[src/rtl/mux_scan_ctrl.sv]
// Sequencer for a 4:1 mux: steps sel 0..3, holds each code SETTLE_CYCLES, samples mux_out into a 4-bit word.
// Optional continuous-scan input `cont` is enabled by defining MUX_SCAN_CONT_EN.
module mux_scan_ctrl #(
    parameter int SETTLE_CYCLES = 2,
    parameter int CNT_W         = 4
) (
    input  logic       clk,
    input  logic       rst_n,
    input  logic       start,
`ifdef MUX_SCAN_CONT_EN
    input  logic       cont,
`endif
    output logic       busy,
    output logic [1:0] sel,
    input  logic       mux_out,
    output logic [3:0] data,
    output logic       valid
);

    typedef enum logic [1:0] {IDLE, SETTLE, DONE} state_t;

    localparam logic [CNT_W-1:0] CNT_LAST = CNT_W'(SETTLE_CYCLES - 1);

    state_t           state;
    logic [CNT_W-1:0] cnt;
    logic [2:0]       shadow;
    logic             cont_now;

`ifdef MUX_SCAN_CONT_EN
    assign cont_now = cont;
`else
    assign cont_now = 1'b0;
`endif

    always_ff @(posedge clk or negedge rst_n) begin
        if (!rst_n) begin
            state  <= IDLE;
            cnt    <= '0;
            shadow <= '0;
            sel    <= '0;
            busy   <= 1'b0;
            data   <= '0;
            valid  <= 1'b0;
        end else begin
            case (state)
                IDLE: begin
                    valid <= 1'b0;
                    busy  <= 1'b0;
                    sel   <= '0;
                    if (start) begin
                        state <= SETTLE;
                        cnt   <= '0;
                        busy  <= 1'b1;
                    end
                end
                SETTLE: begin
                    valid <= 1'b0;
                    if (cnt == CNT_LAST) begin
                        cnt <= '0;
                        if (sel != 2'd3) begin
                            shadow[sel] <= mux_out;
                            sel         <= sel + 2'd1;
                        end else begin
                            data  <= {mux_out, shadow};
                            valid <= 1'b1;
                            // Continuous mode restarts at sel=0 without passing through DONE/IDLE
                            if (cont_now) begin
                                sel <= '0;
                            end else begin
                                state <= DONE;
                            end
                        end
                    end else begin
                        cnt <= cnt + CNT_W'(1);
                    end
                end
                DONE: begin
                    state <= IDLE;
                    valid <= 1'b0;
                    busy  <= 1'b0;
                    sel   <= '0;
                end
                default: begin
                    state <= IDLE;
                end
            endcase
        end
    end

endmodule

[config.mk]
export PLATFORM = sky130hd
export DESIGN_NAME = mux_scan_ctrl
export DESIGN_NICKNAME = d
export VERILOG_FILES = /design/src/rtl/mux_scan_ctrl.sv
export SDC_FILE = /design/constraint.sdc
export NUM_CORES = 1
export LEC_CHECK = 0
export BUFFER_PORTS_ARGS = -buffer_cell sky130_fd_sc_hd__buf_4
export CELL_PAD_IN_SITES_DETAIL_PLACEMENT = 0
export CELL_PAD_IN_SITES_GLOBAL_PLACEMENT = 1
export CORE_ASPECT_RATIO = 1.5
export CORE_UTILIZATION = 38
export DETAILED_ROUTE_END_ITERATION = 10
export GPL_ROUTABILITY_DRIVEN = 0
export PLACE_DENSITY = 0.7
export SKIP_CTS_REPAIR_TIMING = 1
export SYNTH_ARGS = -nofsm -noshare
export SYNTH_HDL_FRONTEND = slang
export SYNTH_SLANG_ARGS = --single-unit
export TNS_END_PERCENT = 100
[constraint.sdc]
create_clock -name clk -period 1.6 [get_ports clk]
set_input_delay 0.16 -clock clk [delete_from_list [all_inputs] [get_ports clk]]
set_output_delay 0.16 -clock clk [all_outputs]
set_load 0.1 [all_outputs]
### Word-level counts from Yosys, hierarchy flattened

Index checks and enable logic that the tools add are counted.

| word-level totals | value |
|---|---|
| flip-flop bits (word level) | 17 |
| output and inout port bits | 8 |
| logic and storage cells | 49 |

| operators by class | value |
|---|---|
| $add $sub $neg | 2 |
| order comparisons | 2 |
| eq/ne operators | 8 |
| mux-type cells | 18 |
| bitwise logic cells | 1 |
| reductions and logical operators | 11 |

Operators by type and width:

| kind | count |
|---|---|
| $reduce_and A3 Y1 | 4 |
| $mux W2 | 5 |
| $ne A2 B2 Y1 const B | 5 |
| $mux W4 | 2 |
| $pmux W2 S2 | 2 |
| $pmux W4 S2 | 1 |
| $reduce_bool A2 Y1 | 3 |
| $add A4 B1 Y4 const B | 1 |
| $eq A4 B1 Y1 const B | 1 |
| $mux W1 | 4 |
| $pmux W1 S2 | 2 |
| $bwmux W3 | 1 |
| $lt A2 B3 Y1 const B | 1 |
| $add A2 B1 Y2 const B | 1 |
| $demux W1 S2 | 1 |
| $eq A2 B1 Y1 const B | 1 |
| $eq A2 B2 Y1 const B | 1 |
| $ge A2 B1 Y1 const B | 1 |
| $logic_not A2 Y1 | 1 |
| $reduce_and A2 Y1 | 1 |
| $reduce_or A2 Y1 | 1 |
| $logic_and A1 B1 Y1 | 1 |
| $not A1 Y1 | 1 |

### Depth between registers and ports, before layout

| depth | value |
|---|---|
| depth after elaboration | 5 |
| depth in mapped cells | 5 |
| gate-level depth less buffers | 5 |

### Worst setup path before layout

Ideal clock, no wire load.

| timing path | value |
|---|---|
| kind | reg2reg |
| start | register sel[1] |
| end | register data[0] |
| arrival time | 2.072 ns |
| required time | 1.475 ns |
| setup slack | -0.597 ns |
| cell stages (with the launch flop) | 5 |
| path buffers | 0 |
| period minus slack after synthesis | 2.197 ns |
| cell sequence | dfrtp_1 ha_1 inv_1 nor3_4 mux2_2 |

| between the ends | value |
|---|---|
| cells in the longest elaborated chain, start to end | 3 |

RTL lines:

| item | line | text |
|---|---|---|
| start: declaration | 14 | `output logic [1:0] sel,` |
| start signal: assignment | 62 | `sel <= sel + 2'd1;` |
| $ne A2 B2 Y1 | 60 | `if (sel != 2'd3) begin` |
| $not A1 Y1 (no line) | -- |  |
| $reduce_and A3 Y1 (no line) | -- |  |
| end signal: assignment | 64 | `data <= {mux_out, shadow};` |
| end: declaration | 16 | `output logic [3:0] data,` |

Every way passes these cells.
A chain may end at the register's enable or synchronous reset.

### Worst setup path in the final report

| timing path | value |
|---|---|
| start | register cnt[1] |
| end | register data[2] |

| between the ends | value |
|---|---|
| cells in the longest elaborated chain, start to end | 2 |

RTL lines:

| item | line | text |
|---|---|---|
| start: declaration | 25 | `logic [CNT_W-1:0] cnt;` |
| start signal: assignment | 74 | `cnt <= cnt + CNT_W'(1);` |
| $eq A4 B1 Y1 | 58 | `if (cnt == CNT_LAST) begin` |
| $reduce_and A3 Y1 (no line) | -- |  |

Every way passes these cells.

==> impl_metrics.env <==
export IMPL_timing_rr_end="data[2]"
export IMPL_cp_top_family="simple AND/OR/NAND/NOR gates"
export IMPL_maxCapViolCount=0
export IMPL_criticalPathCategory="reg2reg"
export IMPL_rows=20
export IMPL_areaGrowthSynthToFinish_pct=35.7
export IMPL_synth_seq_cells=17
export IMPL_crit_top_cell="buf_6"
export IMPL_die_h_um=58.7
export IMPL_firstDrtPassIters=4
export IMPL_port_buffers=11
export IMPL_final_nets=106
export IMPL_synth_distinct_cells=25
export IMPL_start_util_pct=40.2
export IMPL_yosysWarnings=0
export IMPL_grt_pass1_vias=592
export IMPL_hpwlAfterDp_mm=1.23
export IMPL_hold_viol_final=0
export IMPL_layout_setup_ws_ns=-0.243
export IMPL_cts_buffers=3
export IMPL_status="finished, violations left"
export IMPL_holdPathStages=2
export IMPL_cp_arrival_ns=2.01
export IMPL_numClockSinks=17
export IMPL_antenna_found_initial=0
export IMPL_crit_path_cell_trace="or4b_4 > buf_6 > nor3_4 > buf_6 > mux2_4"
export IMPL_vias=610
export IMPL_clkLatencyLatePin_ns=0.27
export IMPL_required_ns=1.77
export IMPL_max_freq_mhz=543
export IMPL_routed_wire_length_per_instance_um=13.9
export IMPL_slowest_delay_ns=0.55
export IMPL_critPathSlowestCell="or4b_4"
export IMPL_maxSlewHeadroom_pct=70.7
export IMPL_core_area_um2=2030
export IMPL_synthTopCellsByArea="dfrtp_1, mux2_2, ha_1, nor4b_2, nand2_1"
export IMPL_final_period_utilization_pct=115
export IMPL_syn_avg_cell_area_um2=12.0
export IMPL_clk_pin_slew_ns=0.10
export IMPL_period_needed_ns=1.84
export IMPL_crit_fanout=5
export IMPL_grt_setup_unrepaired="true"
export IMPL_hold_path_endpoint="busy"
export IMPL_wl_mm=1.66
export IMPL_final_layout_size_suffix_gt1_share_pct=47.4
export IMPL_cts_htree_levels=1
export IMPL_syn_area_um2=816
export IMPL_rrSetupSlack_ns=-0.24
export IMPL_cts_root_buffer="clkbuf_4"
export IMPL_final_setup_skew_ns=0.000895
export IMPL_seq_area_frac_synth_pct=52.1
export IMPL_violations="setup timing"
export IMPL_netlist_instances=68
export IMPL_grt_pass1_wl_mm=2.64
export IMPL_drt_initial_drc_count=24
export IMPL_ant_nets=0
export IMPL_worstMarginPinSlew_ns=0.439
export IMPL_boundaryPins=12
export IMPL_drcViolationCount=0
export IMPL_grt_max_degree=18
export IMPL_grt_ovfl_total=0
export IMPL_synth_top_area_share_pct=52.1
export IMPL_slew_violations=0
export IMPL_critical_path_startpoint_type="flip-flop"
export IMPL_syn_nets=76
export IMPL_finalSetupViolCount=11
export IMPL_fillers=180
export IMPL_timing_rr_start="cnt[1]"
export IMPL_min_from="start"
export IMPL_die_area_um2=2340
export IMPL_die_w_um=39.8
export IMPL_antennaDiodeCount=0
export IMPL_crit_buf_inv=2
export IMPL_synth_largest_area_cell="dfrtp_1"
export IMPL_clockBufferDepth=2
export IMPL_vias_per_cell=5.13
export IMPL_cts_tree="built"
export IMPL_r2r_cells=5
export IMPL_worstSetupEndpointType="flip-flop"
export IMPL_grtUsageTotal_pct=16.5
export IMPL_final_core_util_pct=54.6
export IMPL_hp_class="in2reg"
==> synth_stat cells <==
library cell   n
a31o_2         1
or4b_1         1
a221o_1        1
nor2b_1        1
clkbuf_1       1
dfrtp_1       17
nor4b_1        1
mux2i_1        2
nor4_1         1
nor4b_2        2
a21oi_1        1
nand2_1        7
or3_1          1
nor3_4         1
o21ai_0        2
nor3_1         1
mux2_2         8
o21bai_1       1
nand3_1        3
nor2_1         3
a22o_1         2
nand2b_1       1
inv_1          4
buf_2          1
ha_1           4
==> cell type report <==
type                            instances  area [um2]  share of cell area (%)
Clock buffer                            3        22.5                    2.03
Clock inverter                          1        5.00                   0.452
Inverter                                4        15.0                    1.36
Multi-Input combinational cell         45         388                    35.0
Sequential cell                        17         433                    39.1
Tap cell                               22        27.5                    2.49
Timing Repair Buffer                   27         216                    19.5
==> metrics by stage <==
step | hold slack (ns) | instance area, um2 | setup TNS (ns) | instances | worst slack, ns
floorplan | -0.136 | 826 | -1.06 | 68 | -0.148
global placement | 0.0366 | 1020 | -1.53 | 111 | -0.223
detailed placement | 0.0328 | 1020 | -1.70 | 111 | -0.227
CTS | -0.274 | 1040 | -1.92 | 115 | -0.250
global route | 0.0994 | 1110 | -2.34 | 119 | -0.277
finish | 0.115 | 1110 | -1.84 | 119 | -0.243
==> state kept, by name, summed over array words and instances, names as in the netlist <==
register	count
state	2
valid	1
busy	1
data	4
cnt	4
sel	2
shadow	3
==> logic make-up (layout without fill, tap and decap cells) <==
group	Yosys count	count (layout)	synth area share, %
mux	10	10	13.5
flops	17	17	52.1
simple gates	23	23	18.1
compound gates	8	8	7.21
fa+ha+maj	4	4	6.14
buf+inv	6	35	2.91
==> worst max path at each step <==
stage	startpoint	endpoint	cells past startpoint
floorplan	cnt[1]	data[0]	4
global placement	cnt[1]	data[2]	4
detailed placement	cnt[1]	data[2]	4
CTS	cnt[1]	data[2]	4
global route	cnt[1]	data[0]	5
finish	cnt[1]	data[2]	5
==> cells in the final DEF, fill, tap and decap left out, types with 2 or more instances in the layout <==
master and n:
inv_1 4, mux2i_1 2, mux2_4 4, nor2_1 3, nand3_1 3, mux2_2 4
buf_6 3, nand2_1 7, o21ai_0 2, dfrtp_1 15, a22o_1 2, nor4b_2 2
ha_1 3, dfrtp_4 2, buf_4 23, clkbuf_4 3
==> per-layer routing <==
metal	global-route usage, %	wire length [um]	share of wire (%)
met1	21.5	697	42
met2	26.5	881	53
met3	1.51	34	2.1
met4	8.37	44	2.7
met5	0	0	0
Power is not shown: default switching activity piles up to over one toggle a cycle in this logic, so the estimate is an artifact.
